$ cat src/rtl/pipe_pkg.sv
// ---------------------------------------------------------------------------
// pipe_pkg
// Shared constants for the 5-stage pipeline control blocks.
//   - REG_ZERO           : architectural zero register index
//   - MULT_LAT_DEF       : default HI/LO busy cycles after mult/multu
//   - DIV_LAT_DEF        : default HI/LO busy cycles after div/divu
//   - OP_* / FN_*        : opcode and SPECIAL funct encodings that the
//                          decoder uses to build D_use_* and E_md_*
//   - is_*_funct helpers : small classification helpers for the decoder
// ---------------------------------------------------------------------------
package pipe_pkg;

    localparam logic [4:0] REG_ZERO     = 5'd0;

    localparam int         MULT_LAT_DEF = 5;
    localparam int         DIV_LAT_DEF  = 10;
    localparam int         CNT_W_DEF    = 4;

    // Primary opcodes
    localparam logic [5:0] OP_SPECIAL   = 6'h00;
    localparam logic [5:0] OP_LB        = 6'h20;
    localparam logic [5:0] OP_LH        = 6'h21;
    localparam logic [5:0] OP_LW        = 6'h23;
    localparam logic [5:0] OP_LBU       = 6'h24;
    localparam logic [5:0] OP_LHU       = 6'h25;

    // SPECIAL funct codes touching HI/LO
    localparam logic [5:0] FN_MFHI      = 6'h10;
    localparam logic [5:0] FN_MTHI      = 6'h11;
    localparam logic [5:0] FN_MFLO      = 6'h12;
    localparam logic [5:0] FN_MTLO      = 6'h13;
    localparam logic [5:0] FN_MULT      = 6'h18;
    localparam logic [5:0] FN_MULTU     = 6'h19;
    localparam logic [5:0] FN_DIV       = 6'h1A;
    localparam logic [5:0] FN_DIVU      = 6'h1B;

    typedef enum logic [1:0] {
        MD_NONE = 2'd0,
        MD_MULT = 2'd1,
        MD_DIV  = 2'd2
    } md_kind_e;

    // Any SPECIAL instruction that reads or writes HI/LO
    function automatic logic is_hilo_funct(input logic [5:0] op, input logic [5:0] fn);
        return (op == OP_SPECIAL) &&
               ((fn == FN_MFHI) || (fn == FN_MTHI) || (fn == FN_MFLO) ||
                (fn == FN_MTLO) || (fn == FN_MULT) || (fn == FN_MULTU) ||
                (fn == FN_DIV)  || (fn == FN_DIVU));
    endfunction

    // Classifies the instructions that start the multi-cycle unit
    function automatic md_kind_e md_kind(input logic [5:0] op, input logic [5:0] fn);
        if (op != OP_SPECIAL)
            return MD_NONE;
        if ((fn == FN_MULT) || (fn == FN_MULTU))
            return MD_MULT;
        if ((fn == FN_DIV) || (fn == FN_DIVU))
            return MD_DIV;
        return MD_NONE;
    endfunction

    function automatic logic is_load(input logic [5:0] op);
        return (op == OP_LB) || (op == OP_LH) || (op == OP_LW) ||
               (op == OP_LBU) || (op == OP_LHU);
    endfunction

endpackage

$ cat src/rtl/md_busy_cnt.sv
// ---------------------------------------------------------------------------
// md_busy_cnt
// HI/LO busy tracker for the multi-cycle multiply/divide unit.
// A loadable down-counter is armed with MULT_LAT or DIV_LAT when an md
// operation issues from E while idle; busy is simply "counter nonzero".
// A start seen while already busy is ignored and latches a sticky error.
//
// Ports:
//   clk        in   pipeline clock, rising edge
//   rst_n      in   asynchronous active-low reset
//   i_md_start in   E holds mult/multu/div/divu this cycle
//   i_md_div   in   1 = divide latency, 0 = multiply latency
//   o_busy     out  HI/LO unit busy
//   o_err      out  sticky: start requested while busy
// ---------------------------------------------------------------------------
module md_busy_cnt #(
    parameter int MULT_LAT = 5,
    parameter int DIV_LAT  = 10,
    parameter int CNT_W    = 4
) (
    input  logic clk,
    input  logic rst_n,
    input  logic i_md_start,
    input  logic i_md_div,
    output logic o_busy,
    output logic o_err
);

    localparam logic [CNT_W-1:0] MULT_LOAD = CNT_W'(MULT_LAT);
    localparam logic [CNT_W-1:0] DIV_LOAD  = CNT_W'(DIV_LAT);
    localparam logic [CNT_W-1:0] CNT_ZERO  = '0;
    localparam logic [CNT_W-1:0] CNT_ONE   = CNT_W'(1);

    logic [CNT_W-1:0] r_cnt;
    logic             r_err;
    logic             w_idle;

    assign w_idle = (r_cnt == CNT_ZERO);

    always_ff @(posedge clk or negedge rst_n) begin
        if (!rst_n) begin
            r_cnt <= CNT_ZERO;
            r_err <= 1'b0;
        end else begin
            if (i_md_start && w_idle)
                r_cnt <= i_md_div ? DIV_LOAD : MULT_LOAD;
            else if (!w_idle)
                r_cnt <= r_cnt - CNT_ONE;

            // An overlapping start means D was not held back; flag it and keep
            // the running operation's schedule intact.
            if (i_md_start && !w_idle)
                r_err <= 1'b1;
        end
    end

    assign o_busy = !w_idle;
    assign o_err  = r_err;

endmodule

$ cat src/rtl/hazard_ctrl.sv
// ---------------------------------------------------------------------------
// hazard_ctrl
// Stall/bubble controller for the 5-stage pipeline. Holds F and D and
// injects a NOP into E on a load-use hazard or when a HI/LO consumer in D
// meets a busy (or just-issuing) multiply/divide unit.
//
// Optional build macro: HAZARD_CTRL_PERF_EN
//   When defined, adds 32-bit wrapping stall counters lu_stall_cnt and
//   md_stall_cnt (md counted only in cycles without a load-use stall).
//
// Ports:
//   clk, rst_n          clock, asynchronous active-low reset
//   D_rs, D_rt          source register fields of the D instruction
//   D_use_rs, D_use_rt  D instruction reads rs / rt
//   D_use_hilo          D instruction touches HI/LO
//   E_dst               destination register of E (0 = none)
//   E_mem_read          E instruction is a load
//   E_md_start          E issues mult/multu/div/divu this cycle
//   E_md_div            divide (1) or multiply (0) latency
//   F_stall, D_stall    hold F / D registers
//   E_bubble            load NOP into E
//   md_busy             HI/LO unit busy
//   md_err              sticky illegal-restart flag
// ---------------------------------------------------------------------------
module hazard_ctrl
    import pipe_pkg::*;
#(
    parameter int MULT_LAT = MULT_LAT_DEF,
    parameter int DIV_LAT  = DIV_LAT_DEF,
    parameter int CNT_W    = CNT_W_DEF
) (
    input  logic       clk,
    input  logic       rst_n,
    input  logic [4:0] D_rs,
    input  logic [4:0] D_rt,
    input  logic       D_use_rs,
    input  logic       D_use_rt,
    input  logic       D_use_hilo,
    input  logic [4:0] E_dst,
    input  logic       E_mem_read,
    input  logic       E_md_start,
    input  logic       E_md_div,
    output logic       F_stall,
    output logic       D_stall,
    output logic       E_bubble,
    output logic       md_busy,
    output logic       md_err
`ifdef HAZARD_CTRL_PERF_EN
    ,
    output logic [31:0] lu_stall_cnt,
    output logic [31:0] md_stall_cnt
`endif
);

    logic w_md_busy;
    logic w_rs_hit;
    logic w_rt_hit;
    logic w_lu;
    logic w_md;
    logic w_stall;

    md_busy_cnt #(
        .MULT_LAT (MULT_LAT),
        .DIV_LAT  (DIV_LAT),
        .CNT_W    (CNT_W)
    ) u_md_busy_cnt (
        .clk        (clk),
        .rst_n      (rst_n),
        .i_md_start (E_md_start),
        .i_md_div   (E_md_div),
        .o_busy     (w_md_busy),
        .o_err      (md_err)
    );

    // r0 is never a real producer, so a load "to r0" can't create a hazard.
    assign w_rs_hit = D_use_rs && (D_rs == E_dst);
    assign w_rt_hit = D_use_rt && (D_rt == E_dst);
    assign w_lu     = E_mem_read && (E_dst != REG_ZERO) && (w_rs_hit || w_rt_hit);

    // Including E_md_start covers the issue cycle, before the counter loads.
    assign w_md     = D_use_hilo && (w_md_busy || E_md_start);

    assign w_stall  = w_lu || w_md;

    assign F_stall  = w_stall;
    assign D_stall  = w_stall;
    assign E_bubble = w_stall;
    assign md_busy  = w_md_busy;

`ifdef HAZARD_CTRL_PERF_EN
    logic [31:0] r_lu_stall_cnt;
    logic [31:0] r_md_stall_cnt;

    always_ff @(posedge clk or negedge rst_n) begin
        if (!rst_n) begin
            r_lu_stall_cnt <= 32'd0;
            r_md_stall_cnt <= 32'd0;
        end else begin
            if (w_lu)
                r_lu_stall_cnt <= r_lu_stall_cnt + 32'd1;
            // Overlapped cycles are attributed to load-use only.
            if (w_md && !w_lu)
                r_md_stall_cnt <= r_md_stall_cnt + 32'd1;
        end
    end

    assign lu_stall_cnt = r_lu_stall_cnt;
    assign md_stall_cnt = r_md_stall_cnt;
`endif

endmodule

$ cat config.mk
export PLATFORM = sky130hd
export DESIGN_NAME = hazard_ctrl
export DESIGN_NICKNAME = d
export VERILOG_FILES = /design/src/rtl/pipe_pkg.sv /design/src/rtl/md_busy_cnt.sv /design/src/rtl/hazard_ctrl.sv
export SDC_FILE = /design/constraint.sdc
export NUM_CORES = 1
export LEC_CHECK = 0
export ABC_AREA = 1
export CORE_ASPECT_RATIO = 1.1
export CORE_UTILIZATION = 33
export DETAILED_ROUTE_END_ITERATION = 8
export GPL_TIMING_DRIVEN = 1
export PLACE_DENSITY = 0.75
export SYNTH_ARGS = -nofsm -noshare
export SYNTH_HDL_FRONTEND = slang
export SYNTH_SLANG_ARGS = --single-unit
$ cat constraint.sdc
create_clock -name clk -period 1.4 [get_ports clk]
set_input_delay 0.42 -clock clk [delete_from_list [all_inputs] [get_ports clk]]
set_output_delay 0.42 -clock clk [all_outputs]
set_load 0.02 [all_outputs]
Yosys cells after proc, flatten, opt, wreduce, memory -nomap -nowiden
Cells that the tools add are included.
- output and inout port bits: 5
- flip-flop bits (word level): 5
- word-level logic and storage cells: 22
- input port bits: 23
- add/subtract/negate cells: 1
- reduce and logical (&&, ||, !) cells: 13
- eq/ne operators: 3
- multiplexer cells: 3
- operators by type and width (operator ; number):
    $mux W4 ; 3
    $eq A5 B5 Y1 ; 2
    $logic_and A1 B1 Y1 ; 7
    $reduce_bool A5 Y1 ; 1
    $logic_not A4 Y1 ; 1
    $sub A4 B1 Y4 const B ; 1
    $logic_or A1 B1 Y1 ; 3
    $ne A2 B2 Y1 const B ; 1
    $logic_not A1 Y1 ; 1

Logic depth before layout (Yosys ltp)
- word-level depth: 5
- mapped depth: 9
- mapped depth without buffers: 8

Hierarchy
A second synthesis with hierarchy kept.
- cell total of the unflattened synthesis: 94
- area, all modules: 531.8 µm²
- by module, submodules not included (module ; area an instance (µm²) ; cells each ; instances):
    md_busy_cnt ; 285.3 ; 33 ; 1
    hazard_ctrl ; 246.5 ; 61 ; 1

Worst setup path before layout
No wires, ideal clock.
- kind: reg-to-output
- start: register u_md_busy_cnt.r_cnt[0]
- end: output port E_bubble
- path buffers: 1
- path slack: -416 ps
- arrival: 1396 ps
- stages on the path, launching flop included: 7
- path through: dfrtp_1 inv_1 ha_1 nand3_2 o21ai_0 nand2_1 buf_4
- word-level cells in the longest chain between the ends: 5
- RTL lines (what ; RTL line ; text):
    start: declaration ; md_busy_cnt.sv:34 ; logic [CNT_W-1:0] r_cnt;
    start signal: assignment ; md_busy_cnt.sv:46 ; r_cnt <= i_md_div ? DIV_LOAD : MULT_LOAD;
    start signal: assignment ; md_busy_cnt.sv:48 ; r_cnt <= r_cnt - CNT_ONE;
    $logic_not A4 Y1 ; md_busy_cnt.sv:38 ; assign w_idle = (r_cnt == CNT_ZERO);
    $logic_not A1 Y1 ; - ;
    via md_busy ; hazard_ctrl.sv:46 ; output logic md_busy,
    $logic_or A1 B1 Y1 ; hazard_ctrl.sv:81 ; assign w_md = D_use_hilo && (w_md_busy || E_md_start);
    $logic_and A1 B1 Y1 ; hazard_ctrl.sv:81 ;
    $logic_or A1 B1 Y1 ; hazard_ctrl.sv:83 ; assign w_stall = w_lu || w_md;
    end: declaration ; hazard_ctrl.sv:45 ; output logic E_bubble,
The timed path passes the listed nets, and every way through them passes these cells.

Final worst setup path
- start: register u_md_busy_cnt.r_cnt[1]
- end: output port E_bubble
- word-level cells in the longest chain between the ends: 5
- RTL lines (what ; RTL line):
    $logic_not A4 Y1 ; md_busy_cnt.sv:38
    $logic_not A1 Y1 ; -
    $logic_or A1 B1 Y1 ; hazard_ctrl.sv:81
    $logic_and A1 B1 Y1 ; hazard_ctrl.sv:81
    $logic_or A1 B1 Y1 ; hazard_ctrl.sv:83
Every way passes these cells.

==> insert_results.sql <==
INSERT INTO impl_metrics (metric_group, metric, value, unit) VALUES
('timing', 'period_share', '119', '%'),
('cts', 'cts.path.max_buffers', '2', ''),
('cells_and_area', 'diodes', '0', ''),
('global_routing', 'global_route_wire_length_before_repair', '2080', 'µm'),
('die', 'rows', '14', ''),
('drt', 'drt-initial-drc-count', '13', ''),
('power_and_ir_drop', 'seqPwrFrac', '23.9', '%'),
('die', 'chipHeight', '43.3', 'µm'),
('global_routing', 'gr-usage-all-layers', '17.8', '%'),
('critical_path', 'maximum_fanout_encountered_on_the_critical_timing_path', '3', ''),
('cells_and_area', 'flow.area_growth_from_synthesis', '63.2', '%'),
('die', 'die_area', '1710', 'µm²'),
('critical_path', 'arrival', '1.25', 'ns'),
('global_routing', 'grt_overflow', '0', ''),
('power_and_ir_drop', 'power.share.switching', '38.6', '%'),
('power_and_ir_drop', 'leakagePower', '0.500', 'nW'),
('cts', 'cts.sink_count', '5', ''),
('cts', 'cts_tree', 'done', ''),
('drt', 'drt_drc_violations_left', '0', ''),
('cts', 'cts-buffers-inserted', '3', ''),
('timing', 'timing.hold.ws', '0.395', 'ns'),
('global_routing', 'maximum_number_of_pins_on_one_net_before_global_route_repair', '6', ''),
('logic_synthesis', 'mappedNetlistNets', '116', ''),
('die', 'core_region_area', '1400', 'µm²'),
('critical_path', 'worst_ep_required_time', '0.98', 'ns'),
('run_status', 'status', 'complete, but fails checks', ''),
('placement', 'gp_routability_congestion', '0.786', ''),
('timing', 'finalMaxSlewViolations', '0', ''),
('drt', 'num_vias', '641', ''),
('cts', 'cts-htree-levels', '1', ''),
('critical_path', 'end_kind', 'output port', ''),
('timing', 'post-route-worst-setup-slack', '-0.267', 'ns'),
('global_routing', 'first_global_vias', '562', ''),
('logic_synthesis', 'synth_top_flop_cell', 'dfrtp_1', ''),
('timing', 'fin_worst_skew', '0.00721', 'ns'),
('logic_synthesis', 'avgSynthCellArea', '5.61', 'µm²'),
('power_and_ir_drop', 'share_comb_of_total_power', '60.4', '%'),
('logic_synthesis', 'synth-warning-count', '0', ''),
('power_and_ir_drop', 'totalPowerFinal', '1.04', 'mW'),
('placement', 'post-place-cells', '140', ''),
('critical_path', 'worst_path_max_delay_cell', 'dfrtp_1', ''),
('power_and_ir_drop', 'irDropWorstVdd', '0.951', 'mV'),
('placement', 'dpl_cell_area', '872', 'µm²'),
('logic_synthesis', 'synth_most_common_cell', 'nand2_1', ''),
('drt', 'detail_route.wl_per_cell', '8.74', 'µm'),
('timing', 'setup_violations', '4', ''),
('job', 'maxCapViolCount', '0', ''),
('critical_path', 'critical_path_class', 'reg -> out', ''),
('die', 'boundary_pins', '28', ''),
('critical_path', 'worst_path_largest_cell_delay', '0.38', 'ns'),
('die', 'floorplan.initialDensity', '36.4', '%'),
('cells_and_area', 'fin_area', '833', 'µm²'),
('cells_and_area', 'num-nets-final', '154', ''),
('cts', 'clk_transition_reported_paths', '0.05', 'ns'),
('timing', 'tightestPinTransition', '0.224', 'ns'),
('cells_and_area', 'filler_cell_count', '157', ''),
('global_routing', 'grt_antenna_before_repair', '0', ''),
('timing', 'timing.final.hold_violations', '0', ''),
('logic_synthesis', 'synth-seq-cells', '5', ''),
('die', 'die_w', '39.5', 'µm'),
('logic_synthesis', 'synthTopCellsByArea', 'nand2_1 26%, dfrtp_1 25%, inv_1 15%, nor2_1 8.1%, ha_1 4.9%', ''),
('worst_hold_path', 'worst_min_path_class', 'in -> async', ''),
('logic_synthesis', 'async_reset_ff_share', '100', '%'),
('logic_synthesis', 'count_of_flip_flops_with_a_built_in_enable_after_synthesis', '0', ''),
('drt', 'via_per_inst', '4.45', ''),
('placement', 'port_buffers', '27', ''),
('power_and_ir_drop', 'switchingPower', '0.402', 'mW'),
('timing', 'fmax', '0.600', 'GHz'),
('logic_synthesis', 'syn-cell-area', '510', 'µm²'),
('timing', 'rsz0062_at_grt', 'true', ''),
('run_status', 'violations', 'setup timing', '');
-- cell type report --
class	instances	area (µm²)	area share, %
repair buffers	35	262	31.4
clock inverters	1	5.00	0.601
multi-input cells	63	320	38.4
flip-flops and latches	5	125	15.0
inverters	21	78.8	9.46
clock buffers	3	22.5	2.70
well taps	16	20.0	2.40
-- sequential cells by signal, indices dropped and copies added, names as in the netlist --
signal / count
u_md_busy_cnt.o_err: 1
u_md_busy_cnt.r_cnt: 4
-- power by group through the flow --
stage                     Sequential [mW]  Clock (mW)  Combinational [mW]
after floorplan                     0.255           0               0.358
after global placement              0.249           0               0.631
after detailed placement            0.251           0               0.648
after CTS                           0.249       0.171               0.638
after global routing                0.257       0.184               0.709
final                               0.248       0.164               0.628
-- stage by stage --
| step | setup slack, ns | TNS [ns] |
|---|---|---|
| after floorplan | -0.188 | -0.404 |
| after global placement | -1.10 | -3.94 |
| after detailed placement | -1.14 | -4.07 |
| after CTS | -0.286 | -1.09 |
| after global routing | -0.341 | -1.30 |
| final | -0.267 | -1.02 |
-- placed cells by master (no fill, tap or decap), drive strengths merged --
| master | Yosys | routed |
|---|---|---|
| nor2 | 11 | 11 |
| clkbuf | 0 | 7 |
| dlygate4sd2 | 0 | 4 |
| clkdlybuf4s15 | 0 | 1 |
| nand3 | 4 | 4 |
| o211ai | 2 | 2 |
| inv | 21 | 21 |
| clkdlybuf4s50 | 0 | 4 |
| dfrtp | 5 | 5 |
| buf | 2 | 22 |
| a21oi | 1 | 1 |
| xnor2 | 1 | 1 |
| nand2 | 36 | 36 |
| o21bai | 1 | 1 |
| o21ai | 4 | 4 |
| nand4 | 1 | 1 |
| clkinv | 0 | 1 |
| ha | 2 | 2 |
-- repair_timing --
action,in CTS,in global routing
hold endpoints to repair,0,0
pin swaps,26,13
hold buffers,0,0
setup endpoints to repair,5,4
gates resized for setup,81,7
cloned,0,0
-- final timing paths --
path / from / end / slack [ns] / depth (start not counted)
max in group asynchronous: rst_n / u_md_busy_cnt.r_cnt[3] / 0.81 / 1
worst max-delay path: u_md_busy_cnt.r_cnt[1] / E_bubble / -0.27 / 6
worst max register to register: u_md_busy_cnt.r_cnt[1] / u_md_busy_cnt.r_cnt[0] / 0.21 / 7
worst min-delay path: rst_n / u_md_busy_cnt.r_cnt[2] / 0.40 / 1
worst min register to register: u_md_busy_cnt.o_err / u_md_busy_cnt.o_err / 0.49 / 1
min in group clk: u_md_busy_cnt.o_err / u_md_busy_cnt.o_err / 0.49 / 1
-- worst max-delay path, delay by kind of cell (launching register included) --
| kind | cells | cell delay [ns] |
|---|---|---|
| and+or+nand+nor | 2 | 0.15 |
| DFF | 1 | 0.38 |
| buffers and inverters | 2 | 0.22 |
| AOI/OAI and AO/OA | 1 | 0.12 |
| adders and majority gates | 1 | 0.14 |
-- metal layers --
metal  vias up  global-route usage [%]  wire [µm]
li1        343                       -          -
met1       281                    19.7        602
met2        17                    29.8        591
met3         0                    4.71         63
met4         0                    8.28          0
met5         -                       0          0
-- kinds of logic after synthesis --
group | synth area share, %
compound gates | 9.31
xor+xnor | 1.72
fa+ha+maj | 4.90
buf+inv | 18.4
flops | 24.5
simple gates | 41.2
Power figures use the tool's default switching activity.
